--- src/rtl/mem_port_arbiter.sv ---
// Shares one synchronous SRAM port between instruction fetch and load/store.
// Data side wins arbitration unless fetch has been starved STARVE_MAX grants in a row.
module mem_port_arbiter #(
  parameter int ADDR_W     = 32,
  parameter int DATA_W     = 32,
  parameter int RD_LAT     = 1,
  parameter int STARVE_MAX = 4
) (
  input  logic              clk,
  input  logic              rst,
  input  logic              flush_i,
  input  logic              inst_req,
  input  logic [ADDR_W-1:0] inst_addr,
  output logic              inst_gnt,
  output logic              inst_rvalid,
  output logic [DATA_W-1:0] inst_rdata,
  input  logic              data_req,
  input  logic [3:0]        data_wen,
  input  logic [ADDR_W-1:0] data_addr,
  input  logic [DATA_W-1:0] data_wdata,
  output logic              data_gnt,
  output logic              data_rvalid,
  output logic [DATA_W-1:0] data_rdata,
  output logic              mem_en,
  output logic [3:0]        mem_wen,
  output logic [ADDR_W-1:0] mem_addr,
  output logic [DATA_W-1:0] mem_wdata,
  input  logic [DATA_W-1:0] mem_rdata
);

  localparam int CNT_W    = 3;
  localparam int STARVE_W = (STARVE_MAX < 2) ? 1 : $clog2(STARVE_MAX + 1);
  localparam logic [CNT_W-1:0]    CNT_INIT   = CNT_W'(RD_LAT);
  localparam logic [CNT_W-1:0]    CNT_ONE    = CNT_W'(1);
  localparam logic [STARVE_W-1:0] STARVE_TOP = STARVE_W'(STARVE_MAX);
  localparam logic [STARVE_W-1:0] STARVE_ONE = STARVE_W'(1);

  typedef enum logic {IDLE, RD_WAIT} state_e;
  typedef enum logic {OWN_I, OWN_D} owner_e;

  state_e              state_q, state_d;
  owner_e              owner_q, owner_d;
  logic [CNT_W-1:0]    cnt_q, cnt_d;
  logic                drop_q, drop_d;
  logic [STARVE_W-1:0] starve_q, starve_d;

  logic resp;
  logic can_issue;
  logic pick_d;
  logic pick_i;
  logic deliver;

  always_ff @(posedge clk) begin
    if (rst) begin
      state_q  <= IDLE;
      owner_q  <= OWN_I;
      cnt_q    <= '0;
      drop_q   <= 1'b0;
      starve_q <= '0;
    end else begin
      state_q  <= state_d;
      owner_q  <= owner_d;
      cnt_q    <= cnt_d;
      drop_q   <= drop_d;
      starve_q <= starve_d;
    end
  end

  // The response cycle doubles as an issue slot so reads can stream every RD_LAT cycles.
  always_comb begin
    state_d     = state_q;
    owner_d     = owner_q;
    cnt_d       = cnt_q;
    drop_d      = drop_q;
    starve_d    = starve_q;
    inst_gnt    = 1'b0;
    data_gnt    = 1'b0;
    inst_rvalid = 1'b0;
    data_rvalid = 1'b0;
    mem_en      = 1'b0;
    mem_wen     = 4'b0000;
    mem_addr    = '0;
    mem_wdata   = '0;
    inst_rdata  = mem_rdata;
    data_rdata  = mem_rdata;

    resp      = (state_q == RD_WAIT) && (cnt_q == CNT_ONE);
    can_issue = !rst && ((state_q == IDLE) || resp);
    pick_d    = can_issue && data_req && !(inst_req && (starve_q == STARVE_TOP));
    pick_i    = can_issue && !pick_d && inst_req;
    deliver   = !rst && resp && !drop_q && !flush_i;

    if (deliver) begin
      inst_rvalid = (owner_q == OWN_I);
      data_rvalid = (owner_q == OWN_D);
    end

    if (state_q == RD_WAIT) begin
      if (resp) begin
        state_d = IDLE;
        cnt_d   = '0;
      end else begin
        cnt_d = cnt_q - CNT_ONE;
      end
      drop_d = drop_q | flush_i;
    end

    if (pick_d) begin
      data_gnt  = 1'b1;
      mem_en    = 1'b1;
      mem_wen   = data_wen;
      mem_addr  = data_addr;
      mem_wdata = data_wdata;
      if (data_wen == 4'b0000) begin
        state_d = RD_WAIT;
        cnt_d   = CNT_INIT;
        owner_d = OWN_D;
        drop_d  = 1'b0;
      end
    end else if (pick_i) begin
      inst_gnt = 1'b1;
      mem_en   = 1'b1;
      mem_addr = inst_addr;
      state_d  = RD_WAIT;
      cnt_d    = CNT_INIT;
      owner_d  = OWN_I;
      drop_d   = 1'b0;
    end

    if (pick_d && inst_req) begin
      starve_d = (starve_q == STARVE_TOP) ? STARVE_TOP : starve_q + STARVE_ONE;
    end else if (pick_i || !inst_req) begin
      starve_d = '0;
    end
  end

endmodule

--- config.mk ---
export PLATFORM = sky130hd
export DESIGN_NAME = mem_port_arbiter
export DESIGN_NICKNAME = d
export VERILOG_FILES = /design/src/rtl/mem_port_arbiter.sv
export SDC_FILE = /design/constraint.sdc
export NUM_CORES = 1
export LEC_CHECK = 0
export BUFFER_PORTS_ARGS = -buffer_cell sky130_fd_sc_hd__clkbuf_2
export CAP_MARGIN = 20
export CORE_AREA = 10 10 98 100
export CTS_CLUSTER_DIAMETER = 30
export DETAILED_ROUTE_END_ITERATION = 7
export DIE_AREA = 0 0 108 110
export PLACE_DENSITY_LB_ADDON = 0.05
export SLEW_MARGIN = 20
export SYNTH_ARGS = -nofsm -noshare
export SYNTH_HDL_FRONTEND = slang
export SYNTH_SLANG_ARGS = --single-unit
--- constraint.sdc ---
create_clock -name clk -period 2.1 [get_ports clk]
set_input_delay 0.315 -clock clk [delete_from_list [all_inputs] [get_ports clk]]
set_output_delay 0.315 -clock clk [all_outputs]
set_load 0.01 [all_outputs]
* Word level (Yosys, flattened, before mapping) *
Index checks and enable logic that the tools add are counted.

word-level totals
  bits in registers = 9
  input bits = 137
  output and inout port bits = 137
  word-level logic and storage cells = 66

cells by class
  add/sub/neg operators = 2
  equality and inequality tests = 3
  mux-type cells = 30
  bitwise operators = 3
  reductions and logical operators = 23

operators by type and width
  cell                                                                number
  32-bit two-way mux                                                  3
  3-bit two-way mux                                                   8
  1-bit two-way mux                                                   18
  1-bit logical AND                                                   11
  1-bit logical NOT                                                   6
  4-bit logical NOT                                                   1
  4-bit two-way mux                                                   1
  2-bit nonzero test                                                  2
  3-bit by 1-bit adder with 3-bit output, second input constant       1
  3-bit by 1-bit == test with 1-bit output, second input constant     1
  3-bit == test, second input constant                                1
  3-bit by 1-bit subtractor with 3-bit output, second input constant  1
  1-bit logical OR                                                    2
  2-bit by 1-bit != test with 1-bit output, second input constant     1
  1-bit inverter                                                      2
  2-bit AND reduction                                                 1
  1-bit bitwise OR                                                    1

* Logic depth before layout (Yosys ltp) *
Gate-level depths: netlist of run 1.

  depth in word-level cells = 12
  gate-level depth with buffers = 8
  depth with buffers taken out = 5

* Least setup slack after synthesis of run 1 *
No wires, ideal clock.

  path kind = register -> output
  start = reg starve_q[0]
  end = out mem_wdata[11]
  arrival = 1,708 ps
  required time = 1,785 ps
  setup slack = 77 ps
  stages on the path, launching flop included = 9
  cells stage by stage = dfxtp_1 > inv_1 > ha_1 > and3_1 > buf_2 > a2111oi_4 > buf_4 > buf_6 > and2_1

on the way
  word-level cells in the longest chain between the ends = 5

ends and longest elaborated chain
  what                    RTL line  RTL
  from (decl)             45        logic [STARVE_W-1:0] starve_q, starve_d;
  from (signal assigned)  65        starve_q <= starve_d;
  3-bit == test           89        pick_d = can_issue && data_req && !(inst_req && (starve_q == STARVE_TOP));
  1-bit logical AND       89
  1-bit logical NOT       89
  1-bit logical AND       89
  32-bit two-way mux      108       if (pick_d) begin
  to (decl)               27        output logic [DATA_W-1:0] mem_wdata,

No other way between the ends.

* Final worst setup path of run 1 *
  start = reg starve_q[0]
  end = out mem_wdata[27]

Same word-level chain as after synthesis.

==> reports/qor.csv, run 1 <==
stage;metric;value;unit
placed_design;place_area;2510;um^2
setup_path;cp_top_family;buffers and inverters;
setup_path;path_cells;inv_2, ha_4, and3_4, a2111oi_4, buf_4, clkbuf_16, clkbuf_16, and2_4, buf_6;
floorplanning;die_h;110;um
floorplanning;die_w;108;um
synth;postSynth.asyncResetShare;0;%
grt;use_met3;4.70;%
synth;synthSimpleGateAreaFrac;25.0;%
grt;antenna_found_initial;0;
synth;synthFlopType;dfxtp_1;
synth;synth_mux_area_share;0.511;%
detailed_routing;routed_wl;9.67;mm
synth;syn_inst;289;
setup_path;end_kind;output pin;
clock_tree;cts_tree;built;
sta;finalSetupTns;-2.35;ns
floorplanning;start_util;25.6;%
placed_design;portBuffers;177;
clock_tree;htreeDepth;1;
hold_path;hold_path_class;in2reg;
layout;fillers;842;
synth;ys_top_cells_by_area;buf_4, o211ai_1, and2_1, a21oi_1, dfxtp_1;
grt;grtUsageTotal;14.7;%
pwr;power_density;325;nW/um^2
sta;layout_setup_ws;-0.123;ns
synth;ys_seq_area_share;9.19;%
synth;synthAdderAreaFrac;2.55;%
detailed_routing;drt-initial-drc-count;97;
setup_path;slowest_stage;dfxtp_2;
clock_tree;numClockSinks;9;
synth;synth_top_area_share;24.9;%
layout;fin_nets;550;
synth;syn_area;1960;um^2
sta;slew_viol_final;0;
clock_tree;cts_root_buf;clkbuf_8;
detailed_routing;viasPerCell;4.77;
pwr;power.leakage;1.56;nW
detailed_routing;dr_total_vias;2435;
setup_path;crit_path_frequent_cell;clkbuf_16;
status;status;complete, but fails checks;
synth;synth-edff-count;0;
clock_tree;clkLatencyLatePin;0.23;ns
grt;use_met1;16.3;%
setup_path;cp-start-kind;flip-flop;
synth;synth_xor_area_share;0.447;%
setup_path;crit_fanout;4;
grt;grt_max_degree;39;
sta;layout_min_cycle_time;2.22;ns
synth;synth_cell_types;36;
synth;yosys_warnings;0;
floorplanning;core-area;7650;um^2
sta;slew-limit-headroom;72.7;%
layout;design_area;3140;um^2
sta;rsz0062_at_grt;yes;
floorplanning;ioPinCount;274;
synth;avgSynthCellArea;6.78;um^2
sta;post-route-period-util;106;%
setup_path;cp_num_buf_inv;5;
status;violations;negative setup slack;
grt;first_global_vias;2527;
placed_design;hpwl;6.96;mm
layout;n_antenna_cell;0;
clock_tree;cts_buffers;3;
clock_tree;clockBufferDepth;2;
sta;setup_viol;38;
clock_tree;clkTransAtPathRegs;0.05;ns
setup_path;cp.arrival;1.91;ns
sta;fmax;0.450;GHz
grt;busiest_layer;met2;
floorplanning;rows;32;
grt;grt_first_pass_wirelength;14.0;mm
layout;area_growth;60.0;%
detailed_routing;route.detailed.drc;0;
synth;syn-num-nets;430;
layout;drive_gt1_share;62.7;%
synth;synth_common_cells;buf_4, a21oi_1, and2_1;
synth;yosysMostFrequentCell;buf_4;
setup_path;slowest_delay;0.33;ns
flow_run;drv_cap;0;
sta;hold_violations;0;
detailed_routing;wl_per_cell;19.0;um
synth;synth_compound_area_share;30.1;%
synth;ys_ff_latch;9;
placed_design;gp_congestion;0.726;
setup_path;cp.required;1.78;ns
sta;skew;0.000960;ns
synth;synth_top_family_by_area;buffers and inverters;
setup_path;worstSetupPathType;reg2out;
detailed_routing;ant_nets;0;
grt;grt_overflow_total;0;
pwr;ir_drop;0.000137;V
detailed_routing;drt-pass1-iter-count;4;
grt;globalRouteMet2Util;26.7;%
synth;synth_top_area_cell;buf_4;
floorplanning;fp.dieArea;11900;um^2
sta;worstMarginPinSlew;0.410;ns
-- worst register-to-register path, cell delays in order (launching register included) --
cell and delay, ns:
dfxtp_2 0.33, inv_2 0.05, ha_4 0.15, and3_4 0.17, a2111oi_4 0.30, buf_4 0.18, clkbuf_16 0.15, buf_16 0.11
buf_4 0.10, buf_4 0.10, o2bb2ai_1 0.10
-- sequential cells by signal, summed over array words and instances, names as in the netlist --
register,count
state_q,1
cnt_q,3
drop_q,1
owner_q,1
starve_q,3
-- metrics by stage --
stage | cells | hold WS (ns) | util (%) | setup slack [ns] | power, mW
6_report | 510 | 0.409 | 41.0 | -0.123 | 1.02
5_1_grt | 510 | 0.428 | 41.0 | -0.179 | 1.09
4_1_cts | 512 | 0.410 | 39.1 | -0.140 | 1.00
3_5_place_dp | 490 | 0.489 | 32.9 | 0.0923 | 0.666
3_3_place_gp | 490 | 0.477 | 32.9 | 0.132 | 0.666
2_1_floorplan | 289 | 0.459 | - | 0.0773 | 0.552
-- metal layers --
metal  share of wire [%]  vias up  wire (um)
li1                    -     1193          -
met1                  37     1135       3560
met2                  55       84       5340
met3                 6.6       23        641
met4                 1.4        0        133
met5                   0        -          0
-- cell type report --
type                            instances  area [um^2]  share of cell area, %
Sequential cell                         9          184                   5.86
Tap cell                              102          128                   4.07
Clock buffer                            4         45.0                   1.44
Timing Repair Buffer                  207         1480                   47.3
Inverter                                8         30.0                  0.957
Multi-Input combinational cell        180         1270                   40.4
-- path summary, 6_finish.rpt --
kind / from / to / slack, ns / cells after the start
setup reg to reg: starve_q[0] / starve_q[0] / 0.29 / 10
setup / recovery: starve_q[0] / mem_wdata[27] / -0.12 / 9
hold reg to reg: owner_q / owner_q / 0.51 / 2
hold / removal: flush_i / drop_q / 0.41 / 3
-- cells by family (layout without fill, tap and decap cells) --
| family | after synthesis | in the layout |
|---|---|---|
| DFF | 9 | 9 |
| AOI/OAI and AO/OA | 87 | 87 |
| adders and majority gates | 4 | 4 |
| buffers and inverters | 100 | 219 |
| muxes | 1 | 1 |
| xor gates and xnor gates | 1 | 1 |
| and+or+nand+nor | 87 | 87 |
-- where the power goes --
part | switching (mW) | internal, mW
Clock | 0.0755 | 0.133
Combinational | 0.280 | 0.335
Sequential | 0.0126 | 0.183
Total | 0.368 | 0.651
-- layout by cell type, fill, tap and decap left out, drive strengths merged, types with 2 or more instances in the layout --
master,instances
nor2b,2
ha,4
nand2b,2
o21ai,2
dfxtp,9
inv,7
a2111oi,2
nand2,3
o211ai,32
a21oi,38
a211oi,2
nand3,33
nor2,3
nor4,2
o221a,2
buf,65
and2,38
and3,3
clkbuf,146
-- what timing repair did --
| action | in CTS | in global routing |
|---|---|---|
| pin swaps | 13 | 28 |
| hold buffers | 0 | 0 |
| gates cloned | 5 | 1 |
| endpoints found under the setup margin | 69 | 69 |
| resized for setup | 42 | 89 |
| setup buffers | 13 | 1 |
Note: power is estimated with default switching activity, not from simulation.
==> run 2: changes to the inputs <==
--- a/config.mk
+++ b/config.mk
@@ -11,7 +11,8 @@
 export CTS_CLUSTER_DIAMETER = 30
 export DETAILED_ROUTE_END_ITERATION = 7
 export DIE_AREA = 0 0 108 110
-export PLACE_DENSITY_LB_ADDON = 0.05
+export GPL_TIMING_DRIVEN = 0
+export PLACE_DENSITY = 0.7
 export SLEW_MARGIN = 20
 export SYNTH_ARGS = -nofsm -noshare
 export SYNTH_HDL_FRONTEND = slang
==> reports/qor.csv, run 2 (synthesis gave the netlist of run 1 again) <==
stage;metric;value;unit;change
floorplanning;ioPinCount;274;;unchanged
clock_tree;clkLatencyLatePin;0.24;ns;about the same
setup_path;cp-start-kind;flip-flop;;
setup_path;r2r_slack;0.39;ns;+0.10 ns
layout;layout_common_cells;clkbuf_2, buf_4, a21oi_1, nand3_1, o211ai_1;;
layout;fin_nets;690;;+25%
layout;n_antenna_cell;0;;unchanged
layout;final_common_cell;clkbuf_2;;
grt;grtUsageTotal;16.6;%;+1.9 points
pwr;power.leakage;2.05;nW;+31%
floorplanning;die_h;110;um;unchanged
setup_path;cp.required;1.78;ns;about the same
setup_path;cp_num_buf_inv;5;;unchanged
sta;fmax;0.469;GHz;+4.2%
placed_design;portBuffers;241;;+36%
layout;drive_gt1_share;67.5;%;+4.8 points
detailed_routing;drt-pass1-iter-count;4;;unchanged
placed_design;hpwl;9.48;mm;+36%
setup_path;ff2ff_path_depth;7;;-3
grt;grt_max_degree;11;;-72%
layout;final_cells;650;;+27%
setup_path;slowest_stage;dfxtp_2;;
clock_tree;clkTransAtPathRegs;0.05;ns;about the same
clock_tree;clockBufferDepth;2;;unchanged
setup_path;crit_path_frequent_cell;buf_6;;
grt;grt_first_pass_wirelength;16.3;mm;+16%
sta;post-route-period-util;102;%;-4.3 points
grt;first_global_vias;3133;;+24%
grt;grt_overflow_total;0;;unchanged
clock_tree;numClockSinks;9;;unchanged
status;status;complete, but fails checks;;
clock_tree;cts_tree;built;;
setup_path;rr_startpoint;starve_q[0];;
layout;reg_top3;cnt_q: 3 flops, starve_q: 3 flops;;
setup_path;crit_cells;9;;unchanged
clock_tree;cts_buffers;3;;unchanged
setup_path;crit_path_end;mem_wdata[18];;
sta;hold_violations;0;;unchanged
sta;slew_viol_final;0;;unchanged
clock_tree;htreeDepth;1;;unchanged
detailed_routing;ant_nets;0;;unchanged
setup_path;worstSetupPathType;reg2out;;
detailed_routing;viasPerCell;4.58;;-4.0%
detailed_routing;wl_per_cell;17.5;um;-7.6%
detailed_routing;dr_total_vias;2980;;+22%
layout;area_growth;88.3;%;
flow_run;drv_cap;0;;unchanged
setup_path;crit_start;starve_q[0];;
sta;slew-limit-headroom;61.2;%;-12 points
sta;worstMarginPinSlew;0.577;ns;+0.168 ns
setup_path;cp.arrival;1.82;ns;-0.09 ns
placed_design;place_area;3290;um^2;+31%
setup_path;cp_top_family;buffers and inverters;;
setup_path;r2r_end;owner_q;;
floorplanning;start_util;25.6;%;unchanged
sta;layout_setup_ws;-0.0331;ns;+0.0902 ns
placed_design;placed_cells;632;;+29%
floorplanning;core-area;7650;um^2;unchanged
grt;antenna_found_initial;0;;unchanged
detailed_routing;routed_wl;11.4;mm;+18%
sta;setup_viol;10;;-74%
layout;final_util;48.3;%;+7.3 points
pwr;power_density;310;nW/um^2;-4.6%
setup_path;slowest_delay;0.33;ns;about the same
layout;design_area;3690;um^2;+18%
sta;rsz0062_at_grt;yes;;
floorplanning;die_w;108;um;unchanged
floorplanning;fp.dieArea;11900;um^2;unchanged
detailed_routing;route.detailed.drc;0;;unchanged
floorplanning;rows;32;;unchanged
detailed_routing;drt-initial-drc-count;129;;+33%
clock_tree;holdBufCountCts;0;;unchanged
setup_path;crit_fanout;6;;+2
hold_path;hold_path_class;in2reg;;
pwr;ir_drop;0.000120;V;-13%
status;violations;negative setup slack;;
clock_tree;cts_root_buf;clkbuf_8;;
setup_path;path_cells;inv_2, ha_4, and3_4, a2111oi_4, buf_4, buf_6, buf_6, and2_4, buf_6;;
sta;skew;0.00769;ns;+0.00673 ns
sta;layout_min_cycle_time;2.13;ns;-0.0902 ns
setup_path;end_kind;output pin;;
placed_design;gp_congestion;0.821;;+13%
## run 2: timing repair
item                                    CTS  global route
gates cloned                              3             0
pin swaps                                 6            21
gates resized for setup                  39            67
endpoints found under the setup margin   69            68
buffers inserted                          9             4
## run 2: routing by layer
| layer | vias to the layer above | track usage [%] | share of wire, % |
|---|---|---|---|
| met5 | - | 0 | 0 |
| met4 | 0 | 3.15 | 1.9 |
| met3 | 19 | 5.34 | 7.4 |
| met2 | 125 | 31.6 | 55 |
| met1 | 1363 | 17.5 | 36 |
| li1 | 1473 | - | - |
## run 2: cell type report
type	count	area (um^2)
buffer	90	647
sequential	9	186
timing repair buffer	257	1430
fill	791	3960
tap	102	128
inverter	8	30.0
clock buffer	4	45.0
multi-input combinational	180	1230
## run 2: report_power, final
part	switching [mW]	internal (mW)	leakage, nW
clock network	0.0763	0.133	0.0228
logic	0.351	0.394	1.95
registers	0.00803	0.183	0.0749
## run 2: per-stage QoR
stage | power, mW | setup slack, ns | setup TNS (ns) | hold slack [ns]
floorplan | 0.552 | 0.0773 | 0 | 0.459
global placement | 0.836 | -0.235 | -8.78 | 0.473
detailed placement | 0.846 | -0.279 | -9.65 | 0.481
CTS | 1.10 | -0.0510 | -0.486 | 0.425
global route | 1.22 | -0.0909 | -1.71 | 0.447
finish | 1.15 | -0.0331 | -0.238 | 0.428
## run 2: worst min-delay path: stages
cell,delay [ns]
clkbuf_2,0.09
a21oi_1,0.14
a211oi_1,0.06
## run 2: worst min path at each step
stage,from,to,cells after the start
after CTS,flush_i,drop_q,3
final,flush_i,drop_q,3
after global routing,flush_i,drop_q,3
after floorplan,starve_q[0],starve_q[0],2
after detailed placement,starve_q[0],starve_q[0],2
after global placement,starve_q[0],starve_q[0],2
==> run 3: changes to the inputs <==
--- a/config.mk
+++ b/config.mk
@@ -7,12 +7,14 @@
 export LEC_CHECK = 0
 export BUFFER_PORTS_ARGS = -buffer_cell sky130_fd_sc_hd__clkbuf_2
 export CAP_MARGIN = 20
-export CORE_AREA = 10 10 98 100
+export CELL_PAD_IN_SITES_DETAIL_PLACEMENT = 1
+export CELL_PAD_IN_SITES_GLOBAL_PLACEMENT = 2
+export CORE_MARGIN = 5
+export CORE_UTILIZATION = 13
 export CTS_CLUSTER_DIAMETER = 30
 export DETAILED_ROUTE_END_ITERATION = 7
-export DIE_AREA = 0 0 108 110
 export GPL_TIMING_DRIVEN = 0
-export PLACE_DENSITY = 0.7
+export PLACE_DENSITY_LB_ADDON = 0.1
 export SLEW_MARGIN = 20
 export SYNTH_ARGS = -nofsm -noshare
 export SYNTH_HDL_FRONTEND = slang
==> reports/qor.csv, run 3 (synthesis gave the netlist of run 1 again) <==
stage;metric;value;unit;change
status;status;complete, but fails checks;;
status;violations;negative setup slack;;
grt;grt_overflow_total;0;;unchanged
placed_design;gp_congestion;0.697;;-15%
setup_path;cp.arrival;1.81;ns;about the same
sta;post-route-period-util;101;%;-0.49 points
floorplanning;start_util;13.4;%;-12 points
setup_path;path_cells;inv_2, ha_4, and3_4, a2111oi_4, buf_6, buf_6, and2_1, buf_2;;
setup_path;slowest_delay;0.33;ns;about the same
pwr;power.leakage;2.06;nW;+0.29%
setup_path;end_kind;output pin;;
sta;finalSetupTns;-0.0868;ns;+0.151 ns
sta;skew;0.00146;ns;-0.00623 ns
detailed_routing;met1_length;4.00;mm;-2.5%
sta;slew-limit-headroom;61.9;%;+0.78 points
setup_path;r2r_end;cnt_q[1];;
sta;slew_viol_final;0;;unchanged
floorplanning;fp.dieArea;17600;um^2;+48%
layout;fillers;1872;;+140%
setup_path;crit_fanout;8;;+2
detailed_routing;wl_per_cell;15.3;um;-13%
setup_path;ff2ff_path_depth;7;;unchanged
grt;grt_first_pass_wirelength;17.1;mm;+5.3%
layout;n_antenna_cell;0;;unchanged
layout;final_cells;731;;+12%
clock_tree;cts_root_buf;clkbuf_16;;
hold_path;min_path_cells;3;;unchanged
grt;grt_max_degree;11;;unchanged
setup_path;cp.required;1.78;ns;about the same
layout;drive_gt1_share;66.9;%;-0.61 points
detailed_routing;drt-pass1-iter-count;4;;unchanged
setup_path;slowest_stage;dfxtp_2;;
sta;layout_min_cycle_time;2.12;ns;-0.0103 ns
setup_path;r2r_slack;0.46;ns;+0.07 ns
sta;rsz0062_at_grt;yes;;
pwr;ir_drop;0.000245;V;+100%
grt;antenna_found_initial;0;;unchanged
detailed_routing;routed_wl;11.2;mm;-2.0%
floorplanning;die_w;133;um;+23%
sta;layout_setup_ws;-0.0229;ns;+0.0103 ns
sta;worstMarginPinSlew;0.566;ns;-0.0116 ns
placed_design;placed_cells;714;;+13%
floorplanning;ioPinCount;274;;unchanged
placed_design;portBuffers;241;;unchanged
clock_tree;clockBufferDepth;2;;unchanged
layout;area_growth;93.4;%;
detailed_routing;viasPerCell;4.05;;-12%
floorplanning;rows;44;;+38%
floorplanning;die_h;133;um;+21%
setup_path;cp-start-kind;flip-flop;;
setup_path;worstSetupPathType;reg2out;;
floorplanning;core-area;14600;um^2;+91%
clock_tree;clkLatencyLatePin;0.23;ns;about the same
layout;layout_common_cells;clkbuf_2, buf_4, a21oi_1, nand3_1, o211ai_1;;
clock_tree;clkTransAtPathRegs;0.04;ns;about the same
setup_path;cp_top_family;buffers and inverters;;
detailed_routing;wl_met2;6.15;mm;-1.3%
setup_path;crit_cells;8;;-1
pwr;p_total;1.26;mW;+10%
layout;reg_top3;cnt_q: 3 flops, starve_q: 3 flops;;
detailed_routing;route.detailed.drc;0;;unchanged
placed_design;hpwl;9.35;mm;-1.4%
setup_path;rr_startpoint;starve_q[0];;
layout;final_common_cell;clkbuf_2;;
clock_tree;numClockSinks;9;;unchanged
layout;fin_nets;689;;-0.14%
clock_tree;htreeDepth;1;;unchanged
pwr;power_density;333;nW/um^2;+7.4%
sta;hold_violations;0;;unchanged
detailed_routing;dr_total_vias;2961;;-0.64%
sta;setup_viol;16;;+6
clock_tree;cts_tree;built;;
setup_path;crit_path_end;mem_wdata[11];;
hold_path;hold_path_class;in2reg;;
flow_run;drv_cap;0;;unchanged
grt;grtUsageTotal;11.8;%;-4.8 points
detailed_routing;highest_layer;met4;;
detailed_routing;ant_nets;0;;unchanged
setup_path;crit_path_frequent_cell;buf_6;;
setup_path;cp_num_buf_inv;4;;-1
clock_tree;cts_buffers;3;;unchanged
grt;first_global_vias;3263;;+4.1%
setup_path;crit_start;starve_q[0];;
sta;fmax;0.471;GHz;+0.48%
detailed_routing;drt-initial-drc-count;47;;-64%
detailed_routing;wl_met3;960;um;+14%
placed_design;pre_cts_ws;-0.251;ns;+0.0280 ns
run 3: changes by cell type in the layout (fill, tap and decap cells not counted), sizes merged:
cell    delta
buf        -2
clkbuf     +1
run 3: timing repair:
| action | in CTS | in global routing |
|---|---|---|
| resized for setup | 35 | 69 |
| buffers inserted | 11 | 2 |
| hold buffers | 0 | 0 |
| setup endpoints to repair | 69 | 68 |
| pin swaps | 4 | 16 |
| cloned | 1 | 0 |
run 3: final cells by class:
type	count	area, um^2	share of cell area (%)
Multi-Input combinational cell	180	1220	32.2
Buffer	91	666	17.6
Timing Repair Buffer	255	1380	36.4
Tap cell	184	230	6.07
Inverter	8	30.0	0.792
Sequential cell	9	186	4.92
Clock buffer	4	78.8	2.08
run 3: worst min-delay path by stage:
stage,start,end,slack (ns)
finish,flush_i,drop_q,0.42
detailed placement,starve_q[0],starve_q[0],0.49
CTS,flush_i,drop_q,0.42
global route,flush_i,drop_q,0.43
floorplan,starve_q[0],starve_q[0],0.46
global placement,starve_q[0],starve_q[0],0.48
run 3: power by group:
group          internal, mW  switching [mW]  leakage, nW
combinational         0.384           0.343         1.94
clock                 0.254          0.0890       0.0382
sequential            0.184         0.00938       0.0749
total                 0.822           0.441         2.06
run 3: worst register-to-register path: cells and delay by family (launching register included):
kind	cells	cell delay, ns
AOI/OAI and AO/OA	3	0.73
DFF	1	0.33
buffers and inverters	3	0.31
adders and majority gates	1	0.16
run 3: metrics by stage:
step | util (%) | area (um^2) | hold WS, ns
2_1_floorplan | - | 1960 | 0.459
3_3_place_gp | 23.2 | 3400 | 0.477
3_5_place_dp | 23.2 | 3400 | 0.490
4_1_cts | 24.9 | 3650 | 0.422
5_1_grt | 25.9 | 3790 | 0.431
6_report | 25.9 | 3790 | 0.418
run 3: layer usage:
metal | up-vias | global-route usage [%]
met1 | 1366 | 12.4
met4 | 0 | 1.27
met2 | 116 | 22.8
met3 | 4 | 4.37
met5 | - | 0
li1 | 1475 | -
